### src/rtl/rx_demux_if.sv
// rx_demux_if: one 64-bit AXI4-Stream link as used on the PCIe RX side.
//   tdata  [63:0] beat payload
//   tkeep  [7:0]  byte enables
//   tlast         end of TLP
//   tvalid        beat valid
//   tuser  [21:0] core sideband, carried through untouched
//   tready        sink accepts the beat when tvalid & tready
// master: drives the payload and tvalid, samples tready.
// slave : samples the payload and tvalid, drives tready.
interface rx_demux_if;
    logic [63:0] tdata;
    logic [7:0]  tkeep;
    logic        tlast;
    logic        tvalid;
    logic [21:0] tuser;
    logic        tready;

    modport master (
        output tdata, tkeep, tlast, tvalid, tuser,
        input  tready
    );

    modport slave (
        input  tdata, tkeep, tlast, tvalid, tuser,
        output tready
    );
endinterface

### src/rtl/rx_demux.sv
// rx_demux: steers whole TLPs from the single PCIe RX stream to one of two
// consumers.
//   port 1 (m_axis_rx1): requester/target traffic (MRd/MWr/IO/Cfg), and
//                        message TLPs when ROUTE_MSG=1.
//   port 2 (m_axis_rx2): completions (Cpl/CplD/CplLk/CplDLk).
// Message TLPs are swallowed and counted when ROUTE_MSG=0.
// The route is decided from DW0 of the first beat and held to tlast. Each
// output port has a single register stage, so an accepted beat shows up on
// its port one clock later.
// Ports:
//   clk        core user clock
//   sys_rst_n  asynchronous active-low reset
//   m_axis_rx  incoming RX stream (slave side)
//   m_axis_rx1 port 1 output stream (master side)
//   m_axis_rx2 port 2 output stream (master side)
//   drop_cnt   saturating count of discarded TLPs
//   in_pkt     high while inside a multi-beat TLP (after first, before tlast)
module rx_demux #(
    parameter int DROP_CNT_W = 16,
    parameter int ROUTE_MSG  = 0
) (
    input  logic                  clk,
    input  logic                  sys_rst_n,
    rx_demux_if.slave             m_axis_rx,
    rx_demux_if.master            m_axis_rx1,
    rx_demux_if.master            m_axis_rx2,
    output logic [DROP_CNT_W-1:0] drop_cnt,
    output logic                  in_pkt
);

    typedef enum logic [1:0] {
        ROUTE_DROP = 2'd0,
        ROUTE_P1   = 2'd1,
        ROUTE_P2   = 2'd2
    } route_t;

    typedef enum logic {
        ST_SOP  = 1'b0,
        ST_BODY = 1'b1
    } state_t;

    state_t state_q, state_d;
    route_t route_q, route_d;
    route_t route_hdr;
    route_t route_sel;

    logic [4:0] hdr_type;
    logic       can_load1, can_load2;
    logic       accept, load1, load2, drop_first;

    logic        valid1_q, valid2_q;
    logic [63:0] data1_q, data2_q;
    logic [7:0]  keep1_q, keep2_q;
    logic        last1_q, last2_q;
    logic [21:0] user1_q, user2_q;

    logic [DROP_CNT_W-1:0] drop_cnt_q;

    assign hdr_type = m_axis_rx.tdata[28:24];

    // Classification of the current beat as if it were a first beat. Only
    // consulted while in SOP; later beats never influence the route.
    always_comb begin
        route_hdr = ROUTE_P1;
        if (hdr_type[4:1] == 4'b0101) begin
            route_hdr = ROUTE_P2;
        end else if (hdr_type[4:3] == 2'b10) begin
            route_hdr = (ROUTE_MSG != 0) ? ROUTE_P1 : ROUTE_DROP;
        end
    end

    assign route_sel = (state_q == ST_SOP) ? route_hdr : route_q;

    // A port can take a new beat when it is empty or its current beat is
    // leaving this cycle, which gives full throughput with ready held high.
    assign can_load1 = ~valid1_q | m_axis_rx1.tready;
    assign can_load2 = ~valid2_q | m_axis_rx2.tready;

    // Input ready follows only the selected consumer, so a stalled port never
    // blocks traffic bound for the other one. Dropped beats are always taken.
    always_comb begin
        m_axis_rx.tready = 1'b0;
        case (route_sel)
            ROUTE_DROP: m_axis_rx.tready = 1'b1;
            ROUTE_P1:   m_axis_rx.tready = can_load1;
            ROUTE_P2:   m_axis_rx.tready = can_load2;
            default:    m_axis_rx.tready = 1'b0;
        endcase
    end

    assign accept     = m_axis_rx.tvalid & m_axis_rx.tready;
    assign load1      = accept & (route_sel == ROUTE_P1);
    assign load2      = accept & (route_sel == ROUTE_P2);
    assign drop_first = accept & (state_q == ST_SOP) & (route_hdr == ROUTE_DROP);

    // Packet framing: the route is captured on the first accepted beat and
    // held until the tlast beat returns the machine to SOP. Idle gaps inside
    // a packet leave both state and route untouched.
    always_comb begin
        state_d = state_q;
        route_d = route_q;
        if (accept) begin
            case (state_q)
                ST_SOP: begin
                    route_d = route_hdr;
                    state_d = m_axis_rx.tlast ? ST_SOP : ST_BODY;
                end
                ST_BODY: begin
                    if (m_axis_rx.tlast) begin
                        state_d = ST_SOP;
                    end
                end
                default: state_d = ST_SOP;
            endcase
        end
    end

    always_ff @(posedge clk or negedge sys_rst_n) begin
        if (!sys_rst_n) begin
            state_q <= ST_SOP;
            route_q <= ROUTE_P1;
        end else begin
            state_q <= state_d;
            route_q <= route_d;
        end
    end

    // Dropped TLPs are counted once, on their first beat; the counter sticks
    // at all-ones instead of wrapping.
    always_ff @(posedge clk or negedge sys_rst_n) begin
        if (!sys_rst_n) begin
            drop_cnt_q <= '0;
        end else if (drop_first && (drop_cnt_q != {DROP_CNT_W{1'b1}})) begin
            drop_cnt_q <= drop_cnt_q + 1'b1;
        end
    end

    // Port 1 output register. The payload only changes on a load, so it stays
    // stable while valid is waiting for ready.
    always_ff @(posedge clk or negedge sys_rst_n) begin
        if (!sys_rst_n) begin
            valid1_q <= 1'b0;
            data1_q  <= '0;
            keep1_q  <= '0;
            last1_q  <= 1'b0;
            user1_q  <= '0;
        end else if (load1) begin
            valid1_q <= 1'b1;
            data1_q  <= m_axis_rx.tdata;
            keep1_q  <= m_axis_rx.tkeep;
            last1_q  <= m_axis_rx.tlast;
            user1_q  <= m_axis_rx.tuser;
        end else if (m_axis_rx1.tready) begin
            valid1_q <= 1'b0;
        end
    end

    // Port 2 output register; drains independently of whatever port 1 and
    // the input are doing.
    always_ff @(posedge clk or negedge sys_rst_n) begin
        if (!sys_rst_n) begin
            valid2_q <= 1'b0;
            data2_q  <= '0;
            keep2_q  <= '0;
            last2_q  <= 1'b0;
            user2_q  <= '0;
        end else if (load2) begin
            valid2_q <= 1'b1;
            data2_q  <= m_axis_rx.tdata;
            keep2_q  <= m_axis_rx.tkeep;
            last2_q  <= m_axis_rx.tlast;
            user2_q  <= m_axis_rx.tuser;
        end else if (m_axis_rx2.tready) begin
            valid2_q <= 1'b0;
        end
    end

    assign m_axis_rx1.tvalid = valid1_q;
    assign m_axis_rx1.tdata  = data1_q;
    assign m_axis_rx1.tkeep  = keep1_q;
    assign m_axis_rx1.tlast  = last1_q;
    assign m_axis_rx1.tuser  = user1_q;

    assign m_axis_rx2.tvalid = valid2_q;
    assign m_axis_rx2.tdata  = data2_q;
    assign m_axis_rx2.tkeep  = keep2_q;
    assign m_axis_rx2.tlast  = last2_q;
    assign m_axis_rx2.tuser  = user2_q;

    assign drop_cnt = drop_cnt_q;
    assign in_pkt   = (state_q == ST_BODY);

endmodule

### src/flat_wrapper.sv
// flat-port wrapper written by rule: the top's interface ports become plain ports
module rx_demux_flat 
#(
    parameter int DROP_CNT_W = 16,
    parameter int ROUTE_MSG  = 0
)
  (clk, sys_rst_n, drop_cnt, in_pkt, m_axis_rx_tdata, m_axis_rx_tkeep, m_axis_rx_tlast, m_axis_rx_tvalid, m_axis_rx_tuser, m_axis_rx_tready, m_axis_rx1_tdata, m_axis_rx1_tkeep, m_axis_rx1_tlast, m_axis_rx1_tvalid, m_axis_rx1_tuser, m_axis_rx1_tready, m_axis_rx2_tdata, m_axis_rx2_tkeep, m_axis_rx2_tlast, m_axis_rx2_tvalid, m_axis_rx2_tuser, m_axis_rx2_tready);
  rx_demux_if m_axis_rx_i ();
  rx_demux_if m_axis_rx1_i ();
  rx_demux_if m_axis_rx2_i ();
  input  logic clk;
  input  logic sys_rst_n;
  output logic [DROP_CNT_W-1:0] drop_cnt;
  output logic in_pkt;
  input wire logic [$bits(m_axis_rx_i.tdata)-1:0] m_axis_rx_tdata;
  input wire logic [$bits(m_axis_rx_i.tkeep)-1:0] m_axis_rx_tkeep;
  input wire logic [$bits(m_axis_rx_i.tlast)-1:0] m_axis_rx_tlast;
  input wire logic [$bits(m_axis_rx_i.tvalid)-1:0] m_axis_rx_tvalid;
  input wire logic [$bits(m_axis_rx_i.tuser)-1:0] m_axis_rx_tuser;
  output wire logic [$bits(m_axis_rx_i.tready)-1:0] m_axis_rx_tready;
  output wire logic [$bits(m_axis_rx1_i.tdata)-1:0] m_axis_rx1_tdata;
  output wire logic [$bits(m_axis_rx1_i.tkeep)-1:0] m_axis_rx1_tkeep;
  output wire logic [$bits(m_axis_rx1_i.tlast)-1:0] m_axis_rx1_tlast;
  output wire logic [$bits(m_axis_rx1_i.tvalid)-1:0] m_axis_rx1_tvalid;
  output wire logic [$bits(m_axis_rx1_i.tuser)-1:0] m_axis_rx1_tuser;
  input wire logic [$bits(m_axis_rx1_i.tready)-1:0] m_axis_rx1_tready;
  output wire logic [$bits(m_axis_rx2_i.tdata)-1:0] m_axis_rx2_tdata;
  output wire logic [$bits(m_axis_rx2_i.tkeep)-1:0] m_axis_rx2_tkeep;
  output wire logic [$bits(m_axis_rx2_i.tlast)-1:0] m_axis_rx2_tlast;
  output wire logic [$bits(m_axis_rx2_i.tvalid)-1:0] m_axis_rx2_tvalid;
  output wire logic [$bits(m_axis_rx2_i.tuser)-1:0] m_axis_rx2_tuser;
  input wire logic [$bits(m_axis_rx2_i.tready)-1:0] m_axis_rx2_tready;
  assign m_axis_rx_i.tdata = m_axis_rx_tdata;
  assign m_axis_rx_i.tkeep = m_axis_rx_tkeep;
  assign m_axis_rx_i.tlast = m_axis_rx_tlast;
  assign m_axis_rx_i.tvalid = m_axis_rx_tvalid;
  assign m_axis_rx_i.tuser = m_axis_rx_tuser;
  assign m_axis_rx_tready = m_axis_rx_i.tready;
  assign m_axis_rx1_tdata = m_axis_rx1_i.tdata;
  assign m_axis_rx1_tkeep = m_axis_rx1_i.tkeep;
  assign m_axis_rx1_tlast = m_axis_rx1_i.tlast;
  assign m_axis_rx1_tvalid = m_axis_rx1_i.tvalid;
  assign m_axis_rx1_tuser = m_axis_rx1_i.tuser;
  assign m_axis_rx1_i.tready = m_axis_rx1_tready;
  assign m_axis_rx2_tdata = m_axis_rx2_i.tdata;
  assign m_axis_rx2_tkeep = m_axis_rx2_i.tkeep;
  assign m_axis_rx2_tlast = m_axis_rx2_i.tlast;
  assign m_axis_rx2_tvalid = m_axis_rx2_i.tvalid;
  assign m_axis_rx2_tuser = m_axis_rx2_i.tuser;
  assign m_axis_rx2_i.tready = m_axis_rx2_tready;
  rx_demux #(.DROP_CNT_W(DROP_CNT_W), .ROUTE_MSG(ROUTE_MSG)) u_core (.clk(clk), .sys_rst_n(sys_rst_n), .m_axis_rx(m_axis_rx_i), .m_axis_rx1(m_axis_rx1_i), .m_axis_rx2(m_axis_rx2_i), .drop_cnt(drop_cnt), .in_pkt(in_pkt));
endmodule
### config.mk
export PLATFORM = sky130hd
export DESIGN_NAME = rx_demux_flat
export DESIGN_NICKNAME = d
export VERILOG_FILES = /design/src/rtl/rx_demux_if.sv /design/src/rtl/rx_demux.sv /design/src/flat_wrapper.sv
export SDC_FILE = /design/constraint.sdc
export NUM_CORES = 1
export LEC_CHECK = 0
export ABC_AREA = 1
export CORE_ASPECT_RATIO = 1.25
export CORE_MARGIN = 2
export CORE_UTILIZATION = 46
export CTS_BUF_LIST = sky130_fd_sc_hd__clkbuf_8
export CTS_CLUSTER_DIAMETER = 40
export CTS_CLUSTER_SIZE = 40
export DETAILED_ROUTE_END_ITERATION = 10
export PLACE_DENSITY_LB_ADDON = 0.25
export SYNTH_ARGS = -nofsm -noshare
export SYNTH_HDL_FRONTEND = slang
export SYNTH_SLANG_ARGS = --single-unit
### constraint.sdc
create_clock -name clk -period 2.05 [get_ports clk]
set_clock_uncertainty 0.15 [all_clocks]
set_input_delay 0.41 -clock clk [delete_from_list [all_inputs] [get_ports clk]]
set_output_delay 0.41 -clock clk [all_outputs]
set_load 0.03 [all_outputs]
Word level (Yosys, flattened, before mapping)
Index checks and enable logic that the tools add are counted.
Cells by class
  reduce and logical (&&, ||, !) cells: 5
  muxes and demuxes: 9
  bitwise gates (word level): 10
  add/sub/neg operators: 1
  equality and inequality tests: 5
Operators by type and width (count)
  $add 16x1->16 const B: 1
  $ne 16x16->1 const B: 1
  $mux 1: 6
  $and 1x1->1: 5
  $eq 2x2->1 const B: 2
  $eq 4x3->1 const B: 1
  $logic_not 2->1: 2
  $mux 2: 2
  $reduce_bool 2->1: 2
  $not 1->1: 3
  $pmux 1 s3: 1
  $eq 2x1->1 const B: 1
  $or 1x1->1: 2
  $logic_and 1x1->1: 1
Word-level totals
  flip-flop bits (word level): 211
  input bits: 100
  logic and storage cells: 43

Logic depth before layout (Yosys ltp)
  word-level depth: 10
  depth in mapped cells: 14

Least setup slack after synthesis
No wires, ideal clock.
  path kind: reg-to-reg
  start: register u_core.drop_cnt_q[0], in the netlist u_core.drop_cnt[0]
  end: register u_core.drop_cnt_q[10], in the netlist u_core.drop_cnt[10]
  stages on the path, launching flop included: 11
  library setup time: 0.066 ns
  data arrival time: 1.812 ns
  setup slack: 0.022 ns
  path through: dfrtp_1 -> ha_1 -> nand3_1 -> inv_1 -> nand2_1 -> nor3_1 -> nand2_1 -> nand4_2 -> buf_4 -> nand2_1 -> nand2_1
Between the ends
  longest elaborated chain between the ends: 2
  elaborated cells on any way between the ends: 3
RTL lines
  from (decl): RTL line rx_demux.sv:57  | logic [DROP_CNT_W-1:0] drop_cnt_q;
  from (signal assigned): RTL line rx_demux.sv:134  | drop_cnt_q <= drop_cnt_q + 1'b1;
  branches (longest 2 deep; another with $add 16x1->16)
Parallel ways; which one is timed is not known.
A chain may end at the register's enable or synchronous reset.

Worst setup path after layout
  start: input port m_axis_rx_tdata[25]
  end: output port m_axis_rx_tready
Between the ends
  longest elaborated chain between the ends: 5
  elaborated cells on any way between the ends: 7
RTL lines
  from (decl): RTL line flat_wrapper.sv:15  | input wire logic [$bits(m_axis_rx_i.tdata)-1:0] m_axis_rx_tdata;
  $eq 4x3->1 (*): RTL line rx_demux.sv:65  | if (hdr_type[4:1] == 4'b0101) begin
  $mux 2 (*): RTL line rx_demux.sv:65
  $mux 2 (*): RTL line rx_demux.sv:72  | assign route_sel = (state_q == ST_SOP) ? route_hdr : route_q;
  $eq 2x2->1, or another cell as far along: RTL line rx_demux.sv:83  | case (route_sel)
  $pmux 1 s3 (*): RTL line rx_demux.sv:83
  to (decl): RTL line flat_wrapper.sv:20  | output wire logic [$bits(m_axis_rx_i.tready)-1:0] m_axis_rx_tready;
Mark *: on every way between the ends. The rest lies on a longest branch, timed or not.

==> impl_summary.txt <==
----------------------------------------------------
[Run status]
  Outcome ... complete, but fails checks
  Failing checks ... setup timing

[Yosys]
  Number of standard cells after synthesis ... 978
  Number of unique standard cell types used by synthesis ... 28
  Primary flip-flop cell chosen by synthesis mapping ... sky130_fd_sc_hd__dfrtp_1
  Top-area cell type share of the netlist area ... 0.611
  Share of flip-flops with an asynchronous set or reset ... 1.00
  Cell type contributing the most total cell area after synthesis ... sky130_fd_sc_hd__dfrtp_1
  Syn nets ... 1,079
  Yosys Warn Count ... 0
  Top post-synthesis cells by area ... sky130_fd_sc_hd__dfrtp_1 61%, sky130_fd_sc_hd__nand2_1 23%, sky130_fd_sc_hd__nand3_1 6.0%
  Total standard cell area after synthesis ... 8590 um2
  Average cell area after synthesis ... 8.79 um2
  Count of flip-flops with a built-in enable after synthesis ... 0
  Flops & latches, synth ... 211
  Share of synthesized area occupied by flip-flops and latches ... 0.614

[Route]
  Mean routed wirelength per cell ... 17.5 um
  First drt pass iteration count ... 5
  Remaining routing DRC violations ... 0
  DRT antenna net count ... 0
  DR vias ... 8,040
  Routed wire length ... 27,600 um
  Ratio of routed vias to standard cells ... 5.09
  Number of design-rule violations left by the first detailed-router iteration ... 504

[Place]
  Final estimated routing congestion in global placement ... 0.884
  Instance count after placement with tap cells included ... 1,509
  Half-perimeter wire length after detailed placement ... 17,700 um
  Number of port buffers ... 309
  Worst slack after detailed placement ... -0.334 ns

[Cells and area]
  Layout overhead on the synthesized area ... 55.0%
  Share of layout cells above drive strength 1 ... 0.138
  Ant diodes ... 0
  Fill cell total of the finished layout ... 1,413
  Most frequent cells in the layout ... 501 x sky130_fd_sc_hd__nand2_1, 209 x sky130_fd_sc_hd__dfrtp_1, 204 x sky130_fd_sc_hd__dlygate4sd2_1
  Net count of the finished layout ... 1,430
  Area used by sequential logic in the layout ... 5280 um2
  Final Instance Count excl. Fillers ... 1,579
  Total area of multi-input combinational cells ... 3200 um2
  Leading cell type in the layout, fill and taps excluded ... sky130_fd_sc_hd__nand2_1

[Critical path]
  Required time of the critical path ... 1.49 ns
  Data arrival time of the critical path ... 1.60 ns
  Crit path launch type ... input pin
  Slack of the worst reg-to-reg path ... -0.03 ns
  R2R depth ... 11
  Critical R2R Launch ... u_core.in_pkt
  Biggest fanout along the worst timing path ... 3
  Type of element capturing the critical path ... primary output
  WS Path Type ... in -> out
  Worst r2r dst ... u_core.m_axis_rx2.tuser[10]

[Floorplan]
  Area of the core ... 18,200 um2
  Initial cell density of the core ... 0.471
  Area enclosed by the die boundary ... 19,800 um2
  Die span in x ... 126 um
  Height of the die ... 157 um
  I/O pin count ... 310
  Total number of placement rows ... 55

[Power and ir drop]
  Power share of the sequential group ... 0.307
  Static Leak ... 0.00723 uW
  Net load switching power ... 10,700 uW
  Share of total power consumed by net switching ... 0.469
  Total power divided by cell area ... 1710 nW/um2
  Combinational Power Share ... 0.524
  Maximum ir drop on the vdd rail ... 0.965 mV
  Internal power ... 12,100 uW
  Clock power share ... 0.168

[Timing]
  Finish-stage setup viols ... 68
  Relative max-transition margin ... 0.679
  Hold Slack ... 0.238 ns
  Shortest clock period the worst path allows after layout ... 2.16 ns
  Total count of hold-check failures in the final report ... 0
  Crit share post-route ... 1.06
  Transition time at the pin with the least slew margin ... 0.481 ns
  Number of pins exceeding their max-slew limit in the final report ... 0
  Setup TNS ... -2.07 ns
  Setup repair after global routing missed its margin ... yes
  Maximum operating frequency ... 462 MHz
  Final critical-path setup slack ... -0.114 ns

[Clock tree]
  TritonCTS clock tree ... done
  Longest Clk Path Bufs ... 3
  CTS clock-pin slew for the worst setup and hold paths ... 0.08 ns
  Max H-tree Level ... 1
  Clk sinks ... 211
  Cts bufs inserted ... 29
  Latest clock arrival within the worst-skew pair ... 0.55 ns
  Root buffer cell ... sky130_fd_sc_hd__clkbuf_8

[Global routing]
  Global-route wire length before repair ... 41,100 um
  Number of global-route vias before repair ... 7,971
  Maximum number of pins on one net before global-route repair ... 61
  Antenna violations before repair ... 0
  Total Routing Usage GR ... 0.257
  Total overflow reported by the global router ... 0

[Hold path]
  Class of the worst hold path ... in -> async

[Flow run]
  Number of max-cap violations ... 0

----------------------------------------------------
synth_stat cells (all sizes together), types with 2 or more instances:
cell	n
nand4	17
nand3	104
xor2	5
o21ai	6
dfrtp	210
nor2	18
clkbuf	18
inv	11
nand2	537
buf	37
xnor2	9
clkinv	2
metal layers:
metal / part of all wire / wire length (um) / vias up / track usage
met1: 0.38 / 10600 / 3851 / 0.315
met3: 0.087 / 2400 / 63 / 0.0718
met2: 0.50 / 13800 / 348 / 0.435
met4: 0.032 / 879 / 0 / 0.0926
met5: 0 / 0 / - / 0
li1: - / - / 3778 / -
cell type report:
class	instances	share of cell area
repair buffers	375	0.286
flip-flops and latches	211	0.396
well taps	228	0.0214
multi-input cells	699	0.240
clock buffers	29	0.0300
inverters	13	0.00366
clock inverters	24	0.0223
cells by family (layout without fill, tap and decap cells):
group | after synthesis | count (layout) | share of synthesized area
AND/OR/NAND/NOR | 677 | 677 | 0.320
adder cells (fa/ha/maj) | 1 | 1 | 0.00146
XOR/XNOR | 14 | 14 | 0.0143
AO/OA/AOI/OAI | 7 | 7 | 0.00582
flip-flops | 211 | 211 | 0.615
buffers and inverters | 68 | 441 | 0.0435
power by group through the flow:
| stage | Clock [uW] | Combinational [uW] | Sequential, uW |
|---|---|---|---|
| 2_1_floorplan | 0 | 3240 | 10500 |
| 3_3_place_gp | 0 | 12200 | 7000 |
| 3_5_place_dp | 0 | 12300 | 7040 |
| 4_1_cts | 3910 | 11200 | 6950 |
| 5_1_grt | 4100 | 12800 | 7230 |
| 6_report | 3840 | 12000 | 7010 |
timing repair:
action | 4_1_cts | 5_1_grt
hold endpoints to repair | 44 | 0
hold buffers | 1 | 0
setup buffers | 1 | 6
pin swaps | 1 | 22
gates resized for setup | 213 | 77
endpoints found under the setup margin | 210 | 63
cloned | 0 | 11
worst max path at each step:
stage                              startpoint                          end  slack, ns  depth (start not counted)
final                     m_axis_rx_tdata[25]             m_axis_rx_tready      -0.11                         10
after global routing            u_core.in_pkt             m_axis_rx_tready      -0.21                          7
after CTS                       u_core.in_pkt             m_axis_rx_tready      -0.27                          8
after detailed placement  m_axis_rx_tdata[25]  u_core.m_axis_rx1.tdata[31]      -0.33                         13
after global placement    m_axis_rx_tdata[25]  u_core.m_axis_rx1.tdata[23]      -0.29                         13
after floorplan            u_core.drop_cnt[0]          u_core.drop_cnt[10]       0.02                         10
critical path, stage by stage:
cell	delay (ns)
sky130_fd_sc_hd__clkdlybuf4s50_1	0.49
sky130_fd_sc_hd__nand2_1	0.07
sky130_fd_sc_hd__clkinv_1	0.05
sky130_fd_sc_hd__nand2_2	0.07
sky130_fd_sc_hd__nand2_4	0.10
sky130_fd_sc_hd__nand2_2	0.06
sky130_fd_sc_hd__nand2_2	0.08
sky130_fd_sc_hd__nand2_4	0.06
sky130_fd_sc_hd__nand2_4	0.07
sky130_fd_sc_hd__buf_6	0.14
through the flow:
stage          area (um2)  total power, uW  utilization
3_3_place_gp        12300            19200        0.674
5_1_grt             13300            24100        0.731
2_1_floorplan        8590            13800            -
3_5_place_dp        12300            19400        0.674
6_report            13300            22800        0.731
4_1_cts             12700            22000        0.699
flip-flops by register name, indices dropped and copies added, names as in the netlist:
register	cells
u_core.m_axis_rx1.tdata	64
u_core.m_axis_rx1.tkeep	8
u_core.m_axis_rx1.tlast	1
u_core.m_axis_rx2.tkeep	8
u_core.in_pkt	1
u_core.m_axis_rx1.tvalid	1
u_core.drop_cnt	16
u_core.m_axis_rx2.tlast	1
u_core.m_axis_rx2.tuser	22
u_core.m_axis_rx1.tuser	22
u_core.m_axis_rx2.tdata	64
u_core.route_q	2
u_core.m_axis_rx2.tvalid	1
No activity file was read; power rests on OpenSTA's default activity.
